**src/rtl/nf_merge_avlstrm_pkg.sv**
```systemverilog
// Shared types and constants for the non-fast-pattern stream merge.
package nf_merge_avlstrm_pkg;

   localparam int PKT_DWIDTH = 512;
   localparam int PKT_EWIDTH = 6;

   typedef enum logic [1:0] {
      IDLE  = 2'd0,
      LOCK0 = 2'd1,
      LOCK1 = 2'd2
   } merge_state_t;

endpackage

```
**src/rtl/avl_stream_if.sv**
```systemverilog
// Avalon-ST packet stream bundle, ready latency 0.
interface avl_stream_if #(
   parameter int DWIDTH = 512,
   parameter int EWIDTH = 6
);
   logic [DWIDTH-1:0] data;
   logic              valid;
   logic              ready;
   logic              sop;
   logic              eop;
   logic [EWIDTH-1:0] empty;

   modport rx (input data, valid, sop, eop, empty, output ready);
   modport tx (output data, valid, sop, eop, empty, input ready);
endinterface

```
**src/rtl/nf_merge_rr_arb.sv**
```systemverilog
// Two-way round-robin arbiter; the pointer moves only when a packet is released.
module nf_merge_rr_arb (
   input  logic       Clk,
   input  logic       Rst,
   input  logic [1:0] req_i,
   input  logic       lock_i,
   input  logic [1:0] rel_i,
   output logic [1:0] grant_o
);

   logic last_q, last_d;

   always_comb begin
      last_d  = last_q;
      grant_o = 2'b00;
      if (rel_i[0]) begin
         last_d = 1'b0;
      end else if (rel_i[1]) begin
         last_d = 1'b1;
      end
      // A tie goes to whichever input did not finish the previous packet.
      if (!lock_i) begin
         case (req_i)
            2'b01:   grant_o = 2'b01;
            2'b10:   grant_o = 2'b10;
            2'b11:   grant_o = last_q ? 2'b01 : 2'b10;
            default: grant_o = 2'b00;
         endcase
      end
   end

   always_ff @(posedge Clk) begin
      if (Rst) begin
         last_q <= 1'b1;
      end else begin
         last_q <= last_d;
      end
   end

endmodule

```
**src/rtl/nf_merge_avlstrm.sv**
```systemverilog
// Packet-atomic 2:1 Avalon-ST merge with a registered output beat.
// Optional packet counters are built only when NF_MERGE_STATS_EN is defined.
module nf_merge_avlstrm
   import nf_merge_avlstrm_pkg::*;
#(
   parameter int DWIDTH = PKT_DWIDTH,
   parameter int EWIDTH = PKT_EWIDTH
) (
   input  logic        Clk,
   input  logic        Rst,
   avl_stream_if.rx    in0,
   avl_stream_if.rx    in1,
   avl_stream_if.tx    out,
   output logic [31:0] stats_in0_pkt,
   output logic [31:0] stats_in1_pkt,
   output logic [31:0] stats_out_pkt_s
);

   merge_state_t      state_q, state_d;
   logic [1:0]        grant;
   logic [1:0]        rel;
   logic              slot_free;
   logic              in0_rdy, in1_rdy;
   logic              acc0, acc1;
   logic              out_valid_q, out_valid_d;
   logic              out_sop_q, out_sop_d;
   logic              out_eop_q, out_eop_d;
   logic [DWIDTH-1:0] out_data_q, out_data_d;
   logic [EWIDTH-1:0] out_empty_q, out_empty_d;

   nf_merge_rr_arb u_arb (
      .Clk     (Clk),
      .Rst     (Rst),
      .req_i   ({in1.valid, in0.valid}),
      .lock_i  (state_q != IDLE),
      .rel_i   (rel),
      .grant_o (grant)
   );

   assign slot_free = !out_valid_q || out.ready;

   always_comb begin
      in0_rdy = 1'b0;
      in1_rdy = 1'b0;
      case (state_q)
         IDLE: begin
            in0_rdy = grant[0] && slot_free;
            in1_rdy = grant[1] && slot_free;
         end
         LOCK0:   in0_rdy = slot_free;
         LOCK1:   in1_rdy = slot_free;
         default: ;
      endcase
      if (Rst) begin
         in0_rdy = 1'b0;
         in1_rdy = 1'b0;
      end
   end

   assign in0.ready = in0_rdy;
   assign in1.ready = in1_rdy;
   assign acc0      = in0.valid && in0_rdy;
   assign acc1      = in1.valid && in1_rdy;
   assign rel       = {acc1 && in1.eop, acc0 && in0.eop};

   // Single-beat packets never leave IDLE; multi-beat packets lock until eop.
   always_comb begin
      state_d = state_q;
      case (state_q)
         IDLE: begin
            if (acc0 && !in0.eop) begin
               state_d = LOCK0;
            end else if (acc1 && !in1.eop) begin
               state_d = LOCK1;
            end
         end
         LOCK0:   if (rel[0]) state_d = IDLE;
         LOCK1:   if (rel[1]) state_d = IDLE;
         default: state_d = IDLE;
      endcase
   end

   always_comb begin
      out_data_d  = out_data_q;
      out_sop_d   = out_sop_q;
      out_eop_d   = out_eop_q;
      out_empty_d = out_empty_q;
      out_valid_d = out_valid_q;
      if (acc1) begin
         out_data_d  = in1.data;
         out_sop_d   = in1.sop;
         out_eop_d   = in1.eop;
         out_empty_d = in1.empty;
      end else if (acc0) begin
         out_data_d  = in0.data;
         out_sop_d   = in0.sop;
         out_eop_d   = in0.eop;
         out_empty_d = in0.empty;
      end
      // A fresh accept wins over a drain so back-to-back beats have no bubble.
      if (acc0 || acc1) begin
         out_valid_d = 1'b1;
      end else if (out.ready) begin
         out_valid_d = 1'b0;
      end
   end

   always_ff @(posedge Clk) begin
      if (Rst) begin
         state_q     <= IDLE;
         out_valid_q <= 1'b0;
         out_sop_q   <= 1'b0;
         out_eop_q   <= 1'b0;
         out_empty_q <= '0;
         out_data_q  <= '0;
      end else begin
         state_q     <= state_d;
         out_valid_q <= out_valid_d;
         out_sop_q   <= out_sop_d;
         out_eop_q   <= out_eop_d;
         out_empty_q <= out_empty_d;
         out_data_q  <= out_data_d;
      end
   end

   assign out.valid = out_valid_q;
   assign out.sop   = out_sop_q;
   assign out.eop   = out_eop_q;
   assign out.empty = out_empty_q;
   assign out.data  = out_data_q;

`ifdef NF_MERGE_STATS_EN
   logic [31:0] cnt_in0_q, cnt_in0_d;
   logic [31:0] cnt_in1_q, cnt_in1_d;
   logic [31:0] cnt_out_q, cnt_out_d;

   always_comb begin
      cnt_in0_d = cnt_in0_q + {31'd0, rel[0]};
      cnt_in1_d = cnt_in1_q + {31'd0, rel[1]};
      cnt_out_d = cnt_out_q + {31'd0, out_valid_q && out.ready && out_sop_q};
   end

   always_ff @(posedge Clk) begin
      if (Rst) begin
         cnt_in0_q <= 32'd0;
         cnt_in1_q <= 32'd0;
         cnt_out_q <= 32'd0;
      end else begin
         cnt_in0_q <= cnt_in0_d;
         cnt_in1_q <= cnt_in1_d;
         cnt_out_q <= cnt_out_d;
      end
   end

   assign stats_in0_pkt   = cnt_in0_q;
   assign stats_in1_pkt   = cnt_in1_q;
   assign stats_out_pkt_s = cnt_out_q;
`else
   assign stats_in0_pkt   = 32'd0;
   assign stats_in1_pkt   = 32'd0;
   assign stats_out_pkt_s = 32'd0;
`endif

endmodule

```
**src/flat_wrapper.sv**
```systemverilog
// flat-port wrapper written by rule: the top's interface ports become plain ports
module nf_merge_avlstrm_flat import nf_merge_avlstrm_pkg::*;
#(
   parameter int DWIDTH = PKT_DWIDTH,
   parameter int EWIDTH = PKT_EWIDTH
)
  (Clk, Rst, stats_in0_pkt, stats_in1_pkt, stats_out_pkt_s, in0_data, in0_valid, in0_sop, in0_eop, in0_empty, in0_ready, in1_data, in1_valid, in1_sop, in1_eop, in1_empty, in1_ready, out_data, out_valid, out_sop, out_eop, out_empty, out_ready);
  avl_stream_if #(.DWIDTH(DWIDTH), .EWIDTH(EWIDTH)) in0_i ();
  avl_stream_if #(.DWIDTH(DWIDTH), .EWIDTH(EWIDTH)) in1_i ();
  avl_stream_if #(.DWIDTH(DWIDTH), .EWIDTH(EWIDTH)) out_i ();
  input  logic Clk;
  input  logic Rst;
  output logic [31:0] stats_in0_pkt;
  output logic [31:0] stats_in1_pkt;
  output logic [31:0] stats_out_pkt_s;
  input wire logic [$bits(in0_i.data)-1:0] in0_data;
  input wire logic [$bits(in0_i.valid)-1:0] in0_valid;
  input wire logic [$bits(in0_i.sop)-1:0] in0_sop;
  input wire logic [$bits(in0_i.eop)-1:0] in0_eop;
  input wire logic [$bits(in0_i.empty)-1:0] in0_empty;
  output wire logic [$bits(in0_i.ready)-1:0] in0_ready;
  input wire logic [$bits(in1_i.data)-1:0] in1_data;
  input wire logic [$bits(in1_i.valid)-1:0] in1_valid;
  input wire logic [$bits(in1_i.sop)-1:0] in1_sop;
  input wire logic [$bits(in1_i.eop)-1:0] in1_eop;
  input wire logic [$bits(in1_i.empty)-1:0] in1_empty;
  output wire logic [$bits(in1_i.ready)-1:0] in1_ready;
  output wire logic [$bits(out_i.data)-1:0] out_data;
  output wire logic [$bits(out_i.valid)-1:0] out_valid;
  output wire logic [$bits(out_i.sop)-1:0] out_sop;
  output wire logic [$bits(out_i.eop)-1:0] out_eop;
  output wire logic [$bits(out_i.empty)-1:0] out_empty;
  input wire logic [$bits(out_i.ready)-1:0] out_ready;
  assign in0_i.data = in0_data;
  assign in0_i.valid = in0_valid;
  assign in0_i.sop = in0_sop;
  assign in0_i.eop = in0_eop;
  assign in0_i.empty = in0_empty;
  assign in0_ready = in0_i.ready;
  assign in1_i.data = in1_data;
  assign in1_i.valid = in1_valid;
  assign in1_i.sop = in1_sop;
  assign in1_i.eop = in1_eop;
  assign in1_i.empty = in1_empty;
  assign in1_ready = in1_i.ready;
  assign out_data = out_i.data;
  assign out_valid = out_i.valid;
  assign out_sop = out_i.sop;
  assign out_eop = out_i.eop;
  assign out_empty = out_i.empty;
  assign out_i.ready = out_ready;
  nf_merge_avlstrm #(.DWIDTH(DWIDTH), .EWIDTH(EWIDTH)) u_core (.Clk(Clk), .Rst(Rst), .in0(in0_i), .in1(in1_i), .out(out_i), .stats_in0_pkt(stats_in0_pkt), .stats_in1_pkt(stats_in1_pkt), .stats_out_pkt_s(stats_out_pkt_s));
endmodule
```
**config.mk**
```make
export PLATFORM = sky130hd
export DESIGN_NAME = nf_merge_avlstrm_flat
export DESIGN_NICKNAME = d
export VERILOG_FILES = /design/src/rtl/nf_merge_avlstrm_pkg.sv /design/src/rtl/avl_stream_if.sv /design/src/rtl/nf_merge_rr_arb.sv /design/src/rtl/nf_merge_avlstrm.sv /design/src/flat_wrapper.sv
export SDC_FILE = /design/constraint.sdc
export NUM_CORES = 1
export LEC_CHECK = 0
export CAP_MARGIN = 15
export CORE_AREA = 2 2 652 654
export DETAILED_ROUTE_END_ITERATION = 8
export DIE_AREA = 0 0 654 656
export PLACE_DENSITY_LB_ADDON = 0.2
export SLEW_MARGIN = 15
export SYNTH_ARGS = -nofsm -noshare
export SYNTH_HDL_FRONTEND = slang
export SYNTH_SLANG_ARGS = --single-unit
```
**constraint.sdc**
```tcl
create_clock -name Clk -period 2 [get_ports Clk]
set_input_delay 0.2 -clock Clk [delete_from_list [all_inputs] [get_ports Clk]]
set_output_delay 0.2 -clock Clk [all_outputs]
set_load 0.01 [all_outputs]
```
### After elaboration in Yosys (flattened, before gate mapping)

Cells that the tools add are included.

| word-level totals | value |
|---|---|
| register bits | 524 |
| bits in latches | 0 |
| RAM bits | 0 |
| bits in read-only memories | 0 |
| bits of input ports | 1045 |
| word-level logic and storage cells | 58 |
| memories kept | 0 |

| operators by class | value |
|---|---|
| $add $sub $neg | 0 |
| $mul | 0 |
| divide/modulo/power cells | 0 |
| order comparisons | 0 |
| equal/unequal tests | 8 |
| shifts and indexed selects | 0 |
| muxes and demuxes | 24 |
| bitwise logic cells | 0 |
| reductions and logical operators | 19 |

Operators with widths:

| cell | number |
|---|---|
| 2-to-1 mux 512 bit | 2 |
| 2-to-1 mux 2 bit | 6 |
| 2-to-1 mux 6 bit | 2 |
| one-hot mux 2 bit (3 select lines) | 2 |
| 2-to-1 mux 1 bit | 10 |
| logical AND 1 bit | 8 |
| nonzero test 2 bit | 4 |
| equality test 2 bit, second input constant | 3 |
| equality test 2 x 1 -> 1 bit, second input constant | 2 |
| != test 2 x 1 -> 1 bit, second input constant | 2 |
| one-hot mux 1 bit (2 select lines) | 2 |
| logical NOT 1 bit | 3 |
| != test 3 x 1 -> 1 bit, second input constant | 1 |
| AND reduction 3 bit | 1 |
| logical NOT 2 bit | 1 |
| logical OR 1 bit | 2 |

### Logic depth before layout (Yosys ltp)

Gate-level depths: netlist (run 1).

| logic depth | value |
|---|---|
| depth in word-level cells | 11 |
| mapped depth | 8 |
| depth with buffers taken out | 4 |

### By module

A second synthesis (run 1) with hierarchy kept.

| second synthesis, totals | value |
|---|---|
| cells, all modules | 3022 |
| area total of the unflattened synthesis | 28655.0 um^2 |

Modules (own cells, without submodules):

| module | times used | cells an instance | area each (um^2) | seq. area each (um^2) |
|---|---|---|---|---|
| nf_merge_avlstrm | 1 | 3015 | 28593.7 | 10470.0 |
| nf_merge_rr_arb | 1 | 7 | 61.3 | 20.0 |

### Worst setup path after synthesis (run 1)

Ideal clock, no wire load.

| timing path | value |
|---|---|
| kind | register to register |
| start | reg u_core.state_q[0] |
| end | reg u_core.out_data_q[479] (netlist: u_core.out.data[479]) |
| setup time | 0.134 ns |
| arrival time | 1.523 ns |
| setup slack | 0.343 ns |
| stages on the path, launching flop included | 8 |
| period minus slack after synthesis | 1.657 ns |
| path through | dfxtp_1 > or3b_1 > and4_1 > buf_6 > buf_6 > buf_6 > a21oi_1 > a211oi_1 |

| on the way | value |
|---|---|
| word-level cells in the longest chain between the ends | 7 |
| elaborated cells on any way between the ends | 15 |

Ends and longest elaborated chain:

| element | line | text |
|---|---|---|
| start: declaration | nf_merge_avlstrm.sv:19 | `merge_state_t state_q, state_d;` |
| start signal: assignment | nf_merge_avlstrm.sv:117 | `state_q <= state_d;` |
| nonzero test 2 bit | nf_merge_avlstrm.sv:35 | `.lock_i (state_q != IDLE),` |
| 2-to-1 mux 2 bit | nf_merge_rr_arb.sv:22 | `if (!lock_i) begin` |
| logical AND 1 bit (on tied branches) | nf_merge_avlstrm.sv:48, nf_merge_avlstrm.sv:47 |  |
| one-hot mux 1 bit (2 select lines) | nf_merge_avlstrm.sv:45 | `case (state_q)` |
| 2-to-1 mux 1 bit | nf_merge_avlstrm.sv:54 | `if (Rst) begin` |
| logical AND 1 bit (on tied branches) | nf_merge_avlstrm.sv:63, nf_merge_avlstrm.sv:62 |  |
| 2-to-1 mux 512 bit / nonzero test 2 bit (equally long branches) | - |  |
| end signal: assignment | nf_merge_avlstrm.sv:122 | `out_data_q <= out_data_d;` |
| end: declaration | nf_merge_avlstrm.sv:28 | `logic [DWIDTH-1:0] out_data_q, out_data_d;` |

Several ways; a longest one is shown, not always the timed one.
A chain may end at the register's enable or synchronous reset.

### Worst setup path after layout (run 1)

| timing path | value |
|---|---|
| start | reg u_core.state_q[0] |
| end | reg u_core.out_data_q[454] (netlist: u_core.out.data[454]) |

Same word-level chain as after synthesis.

==> results of run 1 <==
worst reg2reg max path: cells and delay by family, from the launching register on:
family	cells	cell delay [ns]
compound gates	1	0.17
simple gates	3	0.54
buf+inv	6	0.93
flops	1	0.32
cell usage in the layout (no fill, tap or decap), types with 3 or more instances in the layout:
cell type	instances
a211oi_2	337
clkbuf_8	17
buf_4	258
dfxtp_2	18
buf_2	7
diode_2	31
dfxtp_1	504
clkdlybuf4s15_1	23
a21oi_1	474
buf_6	32
clkbuf_2	3
nand2_2	69
dlygate4sd2_1	175
a21oi_2	46
dlygate4sd3_1	708
nand2_1	419
clkinv_2	9
buf_16	37
nor2_1	498
clkdlybuf4s50_1	1104
bufinv_16	3
clkdlybuf4s15_2	108
buf_12	73
a211oi_1	182
clkbuf_1	23
nor2_2	22
clkinvlp_4	4
a31oi_1	3
inv_6	4
clkinv_4	3
clkbuf_16	123
nand2_4	35
dlymetal6s2s_1	22
buf_8	12
conb_1	96
routing by layer:
metal | global-route usage (%) | up-vias
met5 | 0 | -
met1 | 14.49 | 16420
met3 | 8.350 | 232
met2 | 23.47 | 1367
met4 | 2.738 | 20
li1 | - | 15188
flip-flops by register name, indices dropped and copies added (netlist names):
signal               cells
u_core.out.data        512
u_core.out.valid         1
u_core.u_arb.last_q      1
u_core.out.eop           1
u_core.out.empty         6
u_core.out.sop           1
u_core.state_q           2
worst max-delay path by stage:
stage,startpoint,slack [ns],endpoint,depth (start not counted)
detailed placement,out_ready,-0.86,u_core.out.data[333],9
floorplan,u_core.state_q[0],0.34,u_core.out.data[479],7
finish,u_core.state_q[0],-0.07,u_core.out.data[454],10
global placement,out_ready,-0.78,u_core.out.data[217],10
global route,u_core.state_q[0],-0.18,in1_ready,5
CTS,u_core.out.valid,-0.21,in1_ready,6
timing repair:
| item | in CTS | in global routing |
|---|---|---|
| pin swaps | 5 | 69 |
| buffers inserted | 26 | 26 |
| cloned | 23 | 40 |
| setup endpoints to repair | 750 | 508 |
| hold buffers | 708 | 0 |
| endpoints found under the hold margin | 475 | 0 |
| gates resized for setup | 791 | 544 |
power breakdown:
group	switching, mW	leakage [nW]	internal, mW
Clock	6.41	1.33	8.99
Sequential	0.964	4.32	11.4
Combinational	6.81	16.7	6.13
logic make-up (layout without fill, tap and decap cells):
group           Yosys count  count (layout)  share of synthesized area (%)
compound gates         1049            1049                          27.97
simple gates           1056            1056                          17.05
flops                   524             524                          44.59
buf+inv                 387            2750                          10.38
other cells               1             127                        0.01594
stage by stage:
stage | instances | hold WS (ns) | TNS [ns] | cell area, µm² | util (%)
finish | 11169 | 0.07923 | -2.208 | 61120 | 14.47
detailed placement | 10182 | 0.4463 | -377.86 | 46460 | 11.00
CTS | 11088 | 0.00005129 | -11.59 | 57970 | 13.73
floorplan | 3112 | 0.3201 | 0 | 23880 | -
global placement | 10182 | 0.4474 | -360.90 | 46460 | 11.00
global route | 11156 | 0.04027 | -14.58 | 61080 | 14.47
layout make-up:
| type | instances | area (µm²) | share of cell area [%] |
|---|---|---|---|
| multi-input combinational | 2201 | 13400 | 21.92 |
| inverter | 1 | 3.754 | 0.006142 |
| timing repair buffer | 2599 | 27310 | 44.69 |
| tap | 5663 | 7086 | 11.59 |
| clock buffer | 127 | 2497 | 4.086 |
| clock inverter | 23 | 226.5 | 0.3706 |
| sequential | 524 | 10520 | 17.21 |
| antenna | 31 | 77.57 | 0.1269 |
synthesized netlist by cell type:
library cell and instances:
buf_1 4, dfxtp_1 524, nor2_1 521, a311oi_1 1, a22oi_1 1, nand2_1 523
or3b_1 1, inv_1 1, o21ai_0 1, nor2b_1 1, a31oi_1 3, nand2b_1 2
conb_1 1, buf_6 55, a221o_1 1, buf_2 100, o2111a_1 1, and3_1 1
nor3_1 2, nor4b_2 1, a211oi_1 519, nand3_1 1, buf_4 120, clkbuf_1 107
o2111ai_2 1, and4_1 1, nor2b_2 1, a21oi_1 521, nand4_2 1
==> summary.json, run 1 <==
{
  "status": {
    "outcome": "finished, violations left",
    "violated_checks": "setup timing"
  },
  "sta": {
    "worst_slew_margin_rel_pct": 18.37,
    "worst_slew_pin_slew_ns": 1.224,
    "final_critical_path_setup_slack_ns": -0.06541,
    "finalHoldViolCount": 0,
    "clock-skew-final_ns": 0.03170,
    "final.period_utilization_pct": 103.3,
    "setup-violations-final": 101,
    "layout_min_cycle_time_ns": 2.065,
    "timing.fmax_ghz": 0.4842,
    "rsz0062_at_grt": "yes",
    "final-max-slew-violation-count": 0
  },
  "power": {
    "power_mw": 40.71,
    "worst_ir_drop_vdd_v": 0.0006385,
    "power_per_cell_area_nw_per_um2": 666.2,
    "lkg_pwr_nw": 22.31
  },
  "final_layout": {
    "area_growth_pct": 159.8,
    "drive_gt1_share_pct": 22.59,
    "count_of_nets_after_finishing": 6458,
    "fill_cells": 48325
  },
  "setup_path": {
    "crit_path_cell_trace": "or3b_4, buf_6, nand4_4, buf_12, buf_6, buf_16, buf_16, clkbuf_16, nand2_2, a211oi_2",
    "regToRegSetupSlack_ns": -0.07,
    "crit_fanout": 7,
    "crit_required_ns": 2.68,
    "setup.worst_path.end_class": "flip-flop",
    "setup.worst_path.class": "reg -> reg",
    "arrival_ns": 2.74,
    "rr_startpoint": "u_core.state_q[0]",
    "family_with_the_most_delay_on_the_worst_path": "buffers and inverters",
    "worst_r2r_endpoint": "u_core.out.data[454]",
    "cp_slowest_cell": "or3b_4",
    "worst_reg2reg_path_length_in_cells": 10,
    "worstSetupStartpointType": "flip-flop",
    "crit_buf_inv": 6,
    "cp_slowest_stage_delay_ns": 0.40
  },
  "die": {
    "std_cell_rows": 239,
    "initial_utilization_pct": 5.572,
    "core_area_um2": 422200,
    "area_of_the_die_um2": 429000,
    "fp.dieH_um": 656,
    "boundaryPins": 1664,
    "fp.dieW_um": 654
  },
  "cts": {
    "clkTransAtPathRegs_ns": 0.06,
    "cts_buffers": 86,
    "clock_tree_from_tritoncts": "done",
    "clkSinkCount": 524,
    "htree_num_levels": 3,
    "latest_clock_arrival_within_the_worst_skew_pair_ns": 0.82,
    "clockBufferDepth": 4,
    "cts_root_buffer": "clkbuf_16"
  },
  "placed_design": {
    "dp_hpwl_um": 261500,
    "preCtsSetupSlack_ns": -0.8554,
    "routabilityCongestion": 0.8497,
    "numPortBuffers": 1567
  },
  "global_routing": {
    "grt-ovfl-total": 0,
    "number_of_antenna_violations_at_the_first_check_in_global_routing": 73,
    "grt_max_degree": 91,
    "grt_usage_pct": 13.78,
    "grt_pass1_vias": 35008,
    "first_pass_grt_wire_length_um": 384200
  },
  "hold_path": {
    "worstHoldPathCells": 3,
    "holdCritPathClass": "in -> reg",
    "worst_hold_startpoint": "in1_data[80]",
    "sink_of_the_worst_hold_path": "u_core.out.data[80]"
  },
  "synthesis": {
    "synth-warning-count": 0,
    "mappedNetlistArea_um2": 23530,
    "synth_sequential_area_ratio_pct": 44.59,
    "yosys.cell_types.count": 29,
    "post_synth.cell_area_avg_um2": 7.798,
    "synthesis.instances": 3017,
    "count_of_state_elements_after_synthesis": 524,
    "area_leader_netlist": "dfxtp_1",
    "synth.area.top_cells": "dfxtp_1, a211oi_1, a21oi_1",
    "synthDominantCellAreaShare_pct": 44.59
  },
  "detailed_routing": {
    "drt-vias-per-instance": 2.975,
    "met3RoutedLength_um": 43250,
    "route.detailed.wl_per_inst_um": 28.28,
    "wl_met1_um": 116500,
    "drtAntennaViolNets": 0,
    "dr_vias": 33227,
    "routed-wl-met2_um": 149300,
    "detailedRoute.firstPassIterationCount": 5,
    "wl_final_um": 315800,
    "route.detailed.drc": 0,
    "maxUsedRoutingLayer": "met5",
    "drt_first_iter_violations": 1666
  },
  "job": {
    "max_cap_viol_count": 0
  }
}
(Power assumes the default switching activity.)
==> run 2: changes to the inputs <==
--- a/config.mk
+++ b/config.mk
@@ -6,10 +6,12 @@
 export NUM_CORES = 1
 export LEC_CHECK = 0
 export CAP_MARGIN = 15
-export CORE_AREA = 2 2 652 654
+export CORE_AREA = 2 2 647 649
 export DETAILED_ROUTE_END_ITERATION = 8
-export DIE_AREA = 0 0 654 656
-export PLACE_DENSITY_LB_ADDON = 0.2
+export DIE_AREA = 0 0 649 651
+export DONT_BUFFER_PORTS = 1
+export HOLD_SLACK_MARGIN = 0.03
+export PLACE_DENSITY = 0.3
 export SLEW_MARGIN = 15
 export SYNTH_ARGS = -nofsm -noshare
 export SYNTH_HDL_FRONTEND = slang
==> summary.json, run 2 (synthesis results as in run 1) <==
{
  "hold_path": {
    "holdCritPathClass": "in -> reg"
  },
  "cts": {
    "clock_tree_from_tritoncts": "done",
    "clkTransAtPathRegs": {"value": 0.06, "unit": "ns", "change": "about the same"},
    "cts_buffers": {"value": 80, "change": "-7.0%"},
    "clockBufferDepth": {"value": 4, "change": "unchanged"},
    "cts_root_buffer": "clkbuf_16",
    "htree_num_levels": {"value": 3, "change": "unchanged"},
    "clkSinkCount": {"value": 524, "change": "unchanged"},
    "latest_clock_arrival_within_the_worst_skew_pair": {"value": 0.86, "unit": "ns", "change": "+0.04 ns"}
  },
  "detailed_routing": {
    "wl_final": {"value": 309500, "unit": "µm", "change": "-2.0%"},
    "route.detailed.drc": {"value": 0, "change": "unchanged"},
    "drt-vias-per-instance": {"value": 3.013, "change": "+1.3%"},
    "dr_vias": {"value": 29731, "change": "-11%"},
    "detailedRoute.firstPassIterationCount": {"value": 5, "change": "unchanged"},
    "route.detailed.wl_per_inst": {"value": 31.36, "unit": "µm", "change": "+11%"},
    "drtAntennaViolNets": {"value": 0, "change": "unchanged"},
    "drt_first_iter_violations": {"value": 2031, "change": "+22%"}
  },
  "setup_path": {
    "rr_startpoint": "u_core.state_q[0]",
    "cp_slowest_cell": "or3b_4",
    "crit_buf_inv": {"value": 3, "change": "-3"},
    "worst_r2r_endpoint": "u_core.out.data[105]",
    "crit_fanout": {"value": 23, "change": "+16"},
    "setup.worst_path.end_class": "flip-flop",
    "cp_slowest_stage_delay": {"value": 0.40, "unit": "ns", "change": "about the same"},
    "setup.worst_path.class": "reg -> reg",
    "arrival": {"value": 2.79, "unit": "ns", "change": "+0.05 ns"},
    "crit_path_end": "u_core.out.data[105]",
    "regToRegSetupSlack": {"value": -0.07, "unit": "ns", "change": "about the same"},
    "timing.critical_path.mode_cell": "buf_16",
    "crit_required": {"value": 2.72, "unit": "ns", "change": "+0.04 ns"},
    "critical_path_cell_count": {"value": 7, "change": "-3"},
    "cp-startpoint": "u_core.state_q[0]",
    "crit_path_cell_trace": "or3b_4, and4_4, buf_16, buf_16, buf_4, a21oi_1, a211oi_2",
    "worst_reg2reg_path_length_in_cells": {"value": 7, "change": "-3"},
    "family_with_the_most_delay_on_the_worst_path": "simple AND/OR/NAND/NOR gates",
    "worstSetupStartpointType": "flip-flop"
  },
  "die": {
    "core_area": {"value": 415400, "unit": "µm²", "change": "-1.6%"},
    "area_of_the_die": {"value": 422500, "unit": "µm²", "change": "-1.5%"},
    "fp.dieW": {"value": 649, "unit": "µm", "change": "-0.76%"},
    "boundaryPins": {"value": 1664, "change": "unchanged"},
    "fp.dieH": {"value": 651, "unit": "µm", "change": "-0.76%"},
    "std_cell_rows": {"value": 237, "change": "-0.84%"},
    "initial_utilization": {"value": 5.663, "unit": "%", "change": "+0.091 points"}
  },
  "global_routing": {
    "grt-ovfl-total": {"value": 0, "change": "unchanged"},
    "grt_usage": {"value": 13.57, "unit": "%", "change": "-0.22 points"},
    "number_of_antenna_violations_at_the_first_check_in_global_routing": {"value": 97, "change": "+33%"},
    "first_pass_grt_wire_length": {"value": 364500, "unit": "µm", "change": "-5.1%"},
    "grt_pass1_vias": {"value": 29176, "change": "-17%"},
    "grt_max_degree": {"value": 526, "change": "+480%"}
  },
  "power": {
    "worst_ir_drop_vdd": {"value": 0.0005937, "unit": "V", "change": "-7.0%"},
    "power_per_cell_area": {"value": 766.4, "unit": "nW/µm²", "change": "+15%"},
    "lkg_pwr": {"value": 17.00, "unit": "nW", "change": "-24%"}
  },
  "final_layout": {
    "final_util": {"value": 11.84, "unit": "%", "change": "-2.6 points"},
    "layout_commonest_cell": "dlygate4sd3_1",
    "count_of_nets_after_finishing": {"value": 5323, "change": "-18%"},
    "area_growth_pct": 109.1,
    "largest_register_ffs": {"value": 512, "change": "unchanged"},
    "mostFrequentLayoutCells": "dlygate4sd3_1, dfxtp_1, nand2_1",
    "drive_gt1_share": {"value": 29.23, "unit": "%", "change": "+6.6 points"}
  },
  "placed_design": {
    "routabilityCongestion": {"value": 0.9513, "change": "+12%"},
    "numPortBuffers": {"value": 0, "change": "-100%"},
    "dp_hpwl": {"value": 258200, "unit": "µm", "change": "-1.3%"}
  },
  "status": {
    "violated_checks": "hold timing, setup timing",
    "outcome": "finished, violations left"
  },
  "sta": {
    "fin_hold_ws": {"value": -0.5028, "unit": "ns", "change": "-0.5821 ns"},
    "worst_slew_margin_rel": {"value": 26.23, "unit": "%", "change": "+7.9 points"},
    "final_critical_path_setup_slack": {"value": -0.06895, "unit": "ns", "change": "-0.003540 ns"},
    "clock-skew-final": {"value": 0.08056, "unit": "ns", "change": "+0.04887 ns"},
    "rsz0062_at_grt": "yes",
    "final.period_utilization": {"value": 103.4, "unit": "%", "change": "+0.18 points"},
    "final-max-slew-violation-count": {"value": 0, "change": "unchanged"},
    "setup-violations-final": {"value": 109, "change": "+7.9%"},
    "finalHoldViolCount": {"value": 126, "change": "+126"},
    "worst_slew_pin_slew": {"value": 1.107, "unit": "ns", "change": "-0.1179 ns"},
    "layout_min_cycle_time": {"value": 2.069, "unit": "ns", "change": "+0.003540 ns"},
    "timing.fmax": {"value": 0.4833, "unit": "GHz", "change": "-0.17%"}
  },
  "job": {
    "max_cap_viol_count": {"value": 0, "change": "unchanged"}
  }
}
[run 2: per-stage QoR]
step / total power [mW] / worst slack (ns) / cells / TNS [ns] / instance area, µm²
final: 37.71 / -0.06895 / 9869 / -1.987 / 49200
after global routing: 39.41 / -0.1056 / 9849 / -12.57 / 49150
after CTS: 37.43 / -0.1424 / 9708 / -17.42 / 45470
after detailed placement: 20.02 / -0.4614 / 8734 / -126.06 / 32860
after global placement: 20.03 / -0.4505 / 8734 / -123.24 / 32860
after floorplan: 15.19 / 0.3430 / 3112 / 0 / 23880
[run 2: area by class of cell]
type,instances,area [µm²]
Fill cell,47755,366200
Multi-Input combinational cell,2201,13510
Antenna cell,37,92.59
Clock inverter,22,282.8
Timing Repair Buffer,1470,15650
Tap cell,5497,6878
Inverter,1,3.754
Sequential cell,524,10500
Clock buffer,117,2291
[run 2: worst reg2reg max path: stages, from the launching register on]
cell	delay (ns)
dfxtp_2	0.33
or3b_4	0.40
and4_4	0.25
buf_16	0.18
buf_16	0.35
buf_4	0.17
a21oi_1	0.21
a211oi_2	0.11
[run 2: worst min-delay path by stage]
| stage | endpoint | startpoint | depth (start not counted) | slack, ns |
|---|---|---|---|---|
| floorplan | u_core.state_q[1] | in0_eop | 1 | 0.32 |
| global placement | u_core.out.data[14] | Rst | 1 | 0.32 |
| detailed placement | u_core.out.data[14] | Rst | 1 | 0.32 |
| CTS | u_core.out.data[13] | Rst | 1 | -0.54 |
| global route | u_core.out.data[13] | Rst | 1 | -0.56 |
| finish | u_core.out.data[13] | Rst | 1 | -0.50 |
[run 2: where the power goes]
| group | total, mW | internal (mW) | leakage (nW) | switching (mW) |
|---|---|---|---|---|
| clock network | 14.7 | 8.57 | 1.25 | 6.14 |
| registers | 13.1 | 11.4 | 4.31 | 1.65 |
| logic | 9.94 | 4.08 | 11.4 | 5.86 |
| total | 37.7 | 24.1 | 17.0 | 13.7 |
[run 2: metal layers]
layer	GRT usage (%)	routed length, µm
met1	13.66	107500
met5	0	362
met2	23.34	149500
met3	8.820	45010
met4	2.941	7161
[run 2: timing repair]
action	CTS	global route
hold buffers	772	83
resized for setup	303	458
pin swaps	13	69
setup endpoints to repair	525	444
gates cloned	23	35
setup buffers	43	19
endpoints found under the hold margin	524	205
==> run 3: changes to the inputs <==
--- a/config.mk
+++ b/config.mk
@@ -5,8 +5,8 @@
 export SDC_FILE = /design/constraint.sdc
 export NUM_CORES = 1
 export LEC_CHECK = 0
-export CAP_MARGIN = 15
 export CORE_AREA = 2 2 647 649
+export CTS_CLUSTER_SIZE = 14
 export DETAILED_ROUTE_END_ITERATION = 8
 export DIE_AREA = 0 0 649 651
 export DONT_BUFFER_PORTS = 1
==> summary.json, run 3 (synthesis results as in run 1) <==
{
  "status": {
    "outcome": "finished, violations left",
    "violated_checks": "hold timing, setup timing"
  },
  "hold_path": {
    "holdCritPathClass": "in -> reg",
    "worst_hold_startpoint": "Rst"
  },
  "cts": {
    "cts_buffers": {"value": 80, "change": "unchanged"},
    "clock_tree_from_tritoncts": "done",
    "clkTransAtPathRegs": {"value": 0.06, "unit": "ns", "change": "about the same"},
    "clockBufferDepth": {"value": 4, "change": "unchanged"},
    "htree_num_levels": {"value": 3, "change": "unchanged"},
    "clkSinkCount": {"value": 524, "change": "unchanged"},
    "latest_clock_arrival_within_the_worst_skew_pair": {"value": 0.87, "unit": "ns", "change": "about the same"},
    "cts_root_buffer": "clkbuf_16"
  },
  "sta": {
    "worst_slew_pin_slew": {"value": 1.141, "unit": "ns", "change": "+0.03488 ns"},
    "rsz0062_at_grt": "yes",
    "final_critical_path_setup_slack": {"value": -0.04752, "unit": "ns", "change": "+0.02143 ns"},
    "final-max-slew-violation-count": {"value": 0, "change": "unchanged"},
    "worst_slew_margin_rel": {"value": 23.91, "unit": "%", "change": "-2.3 points"},
    "fin_tns_setup": {"value": -0.4446, "unit": "ns", "change": "+1.542 ns"},
    "fin_hold_ws": {"value": -0.4861, "unit": "ns", "change": "+0.01671 ns"},
    "finalHoldViolCount": {"value": 124, "change": "-1.6%"},
    "final.period_utilization": {"value": 102.4, "unit": "%", "change": "-1.1 points"},
    "timing.fmax": {"value": 0.4884, "unit": "GHz", "change": "+1.0%"},
    "clock-skew-final": {"value": 0.08600, "unit": "ns", "change": "+0.005432 ns"},
    "layout_min_cycle_time": {"value": 2.048, "unit": "ns", "change": "-0.02143 ns"},
    "setup-violations-final": {"value": 35, "change": "-68%"}
  },
  "placed_design": {
    "detailed_place.area": {"value": 32860, "unit": "µm²", "change": "unchanged"},
    "dp_hpwl": {"value": 258200, "unit": "µm", "change": "unchanged"},
    "routabilityCongestion": {"value": 0.9513, "change": "unchanged"},
    "numPortBuffers": {"value": 0, "change": "unchanged"}
  },
  "final_layout": {
    "postLayoutCellArea": {"value": 48020, "unit": "µm²", "change": "-2.4%"},
    "count_of_nets_after_finishing": {"value": 5321, "change": "-0.038%"},
    "layout_commonest_cell": "dlygate4sd3_1",
    "drive_gt1_share": {"value": 25.23, "unit": "%", "change": "-4.0 points"},
    "largest_register_ffs": {"value": 512, "change": "unchanged"},
    "fill_cells": {"value": 47914, "change": "+0.33%"},
    "area_growth_pct": 104.1,
    "mostFrequentLayoutCells": "dlygate4sd3_1, dfxtp_1, nand2_1"
  },
  "setup_path": {
    "setup.worst_path.class": "reg -> reg",
    "cp-startpoint": "u_core.state_q[0]",
    "setup.worst_path.end_class": "flip-flop",
    "crit_fanout": {"value": 15, "change": "-35%"},
    "cp_slowest_stage_delay": {"value": 0.40, "unit": "ns", "change": "about the same"},
    "crit_path_cell_trace": "or3b_4, and4_4, buf_16, buf_16, a21oi_1, buf_4, a211oi_1",
    "worstSetupStartpointType": "flip-flop",
    "arrival": {"value": 2.77, "unit": "ns", "change": "-0.02 ns"},
    "crit_required": {"value": 2.72, "unit": "ns", "change": "about the same"},
    "cp_slowest_cell": "or3b_4",
    "timing.critical_path.mode_cell": "buf_16",
    "rr_startpoint": "u_core.state_q[0]"
  },
  "die": {
    "fp.dieH": {"value": 651, "unit": "µm", "change": "unchanged"},
    "initial_utilization": {"value": 5.663, "unit": "%", "change": "unchanged"},
    "std_cell_rows": {"value": 237, "change": "unchanged"},
    "boundaryPins": {"value": 1664, "change": "unchanged"},
    "core_area": {"value": 415400, "unit": "µm²", "change": "unchanged"},
    "area_of_the_die": {"value": 422500, "unit": "µm²", "change": "unchanged"},
    "fp.dieW": {"value": 649, "unit": "µm", "change": "unchanged"}
  },
  "global_routing": {
    "grt_max_degree": {"value": 526, "change": "unchanged"},
    "grt_pass1_vias": {"value": 29079, "change": "-0.33%"},
    "grt-ovfl-total": {"value": 0, "change": "unchanged"},
    "grt_usage": {"value": 13.55, "unit": "%", "change": "-0.019 points"},
    "first_pass_grt_wire_length": {"value": 363600, "unit": "µm", "change": "-0.26%"},
    "number_of_antenna_violations_at_the_first_check_in_global_routing": {"value": 89, "change": "-8.2%"}
  },
  "detailed_routing": {
    "detailedRoute.firstPassIterationCount": {"value": 6, "change": "+1"},
    "route.detailed.drc": {"value": 0, "change": "unchanged"},
    "drtAntennaViolNets": {"value": 0, "change": "unchanged"},
    "route.detailed.wl_per_inst": {"value": 31.07, "unit": "µm", "change": "-0.93%"},
    "wl_final": {"value": 306500, "unit": "µm", "change": "-0.97%"},
    "dr_vias": {"value": 29551, "change": "-0.61%"},
    "drt-vias-per-instance": {"value": 2.996, "change": "-0.57%"},
    "drt_first_iter_violations": {"value": 2281, "change": "+12%"}
  },
  "power": {
    "worst_ir_drop_vdd": {"value": 0.0006218, "unit": "V", "change": "+4.7%"},
    "power_per_cell_area": {"value": 777.2, "unit": "nW/µm²", "change": "+1.4%"},
    "lkg_pwr": {"value": 16.66, "unit": "nW", "change": "-2.0%"}
  },
  "job": {
    "max_cap_viol_count": {"value": 0, "change": "unchanged"}
  }
}
run 3: critical path, delay by kind of cell, from the launching register on:
| kind | cells | cell delay [ns] |
|---|---|---|
| compound gates | 2 | 0.33 |
| simple gates | 2 | 0.66 |
| flops | 1 | 0.33 |
| buf+inv | 3 | 0.57 |
run 3: final timing paths:
path                               end  slack [ns]  cells past startpoint
hold / removal     u_core.out.data[13]       -0.49                      1
setup reg to reg  u_core.out.data[137]       -0.05                      7
setup / recovery  u_core.out.data[137]       -0.05                      7
hold reg to reg    u_core.out.data[87]        0.46                      2
run 3: stage by stage:
stage | setup slack (ns) | total power [mW] | hold WS [ns] | utilization (%) | cells
floorplan | 0.3430 | 15.19 | 0.3201 | - | 3112
global placement | -0.4505 | 20.03 | 0.3240 | 7.910 | 8734
detailed placement | -0.4614 | 20.02 | 0.3160 | 7.910 | 8734
CTS | -0.1383 | 37.37 | -0.5425 | 10.89 | 9714
global route | -0.1062 | 39.09 | -0.5657 | 11.55 | 9843
finish | -0.04752 | 37.32 | -0.4861 | 11.56 | 9865
run 3: power breakdown:
part | switching, mW | internal [mW] | leakage, nW
logic | 5.66 | 3.92 | 11.1
clock network | 6.14 | 8.57 | 1.25
registers | 1.63 | 11.4 | 4.31
run 3: layout make-up:
class	count	area (µm²)	area share, %
Timing Repair Buffer	1468	15290	31.85
Multi-Input combinational cell	2201	12690	26.42
Sequential cell	524	10500	21.86
Tap cell	5497	6878	14.32
Clock buffer	117	2291	4.771
Clock inverter	22	282.8	0.5889
Antenna cell	35	87.58	0.1824
Inverter	1	3.754	0.007817
run 3: repair_timing:
item / in CTS / in global routing
buffers inserted: 42 / 18
pin swaps: 17 / 22
hold endpoints to repair: 524 / 199
resized for setup: 234 / 276
gates cloned: 20 / 20
setup endpoints to repair: 525 / 457
hold buffers: 782 / 82
run 3: per-layer routing:
| metal | vias up | part of all wire (%) | global-route usage [%] |
|---|---|---|---|
| met5 | - | 0.091 | 0 |
| met4 | 44 | 2.3 | 2.924 |
| met3 | 370 | 15 | 9.197 |
| met2 | 1709 | 48 | 23.25 |
| met1 | 14512 | 34 | 13.45 |
| li1 | 12916 | - | - |
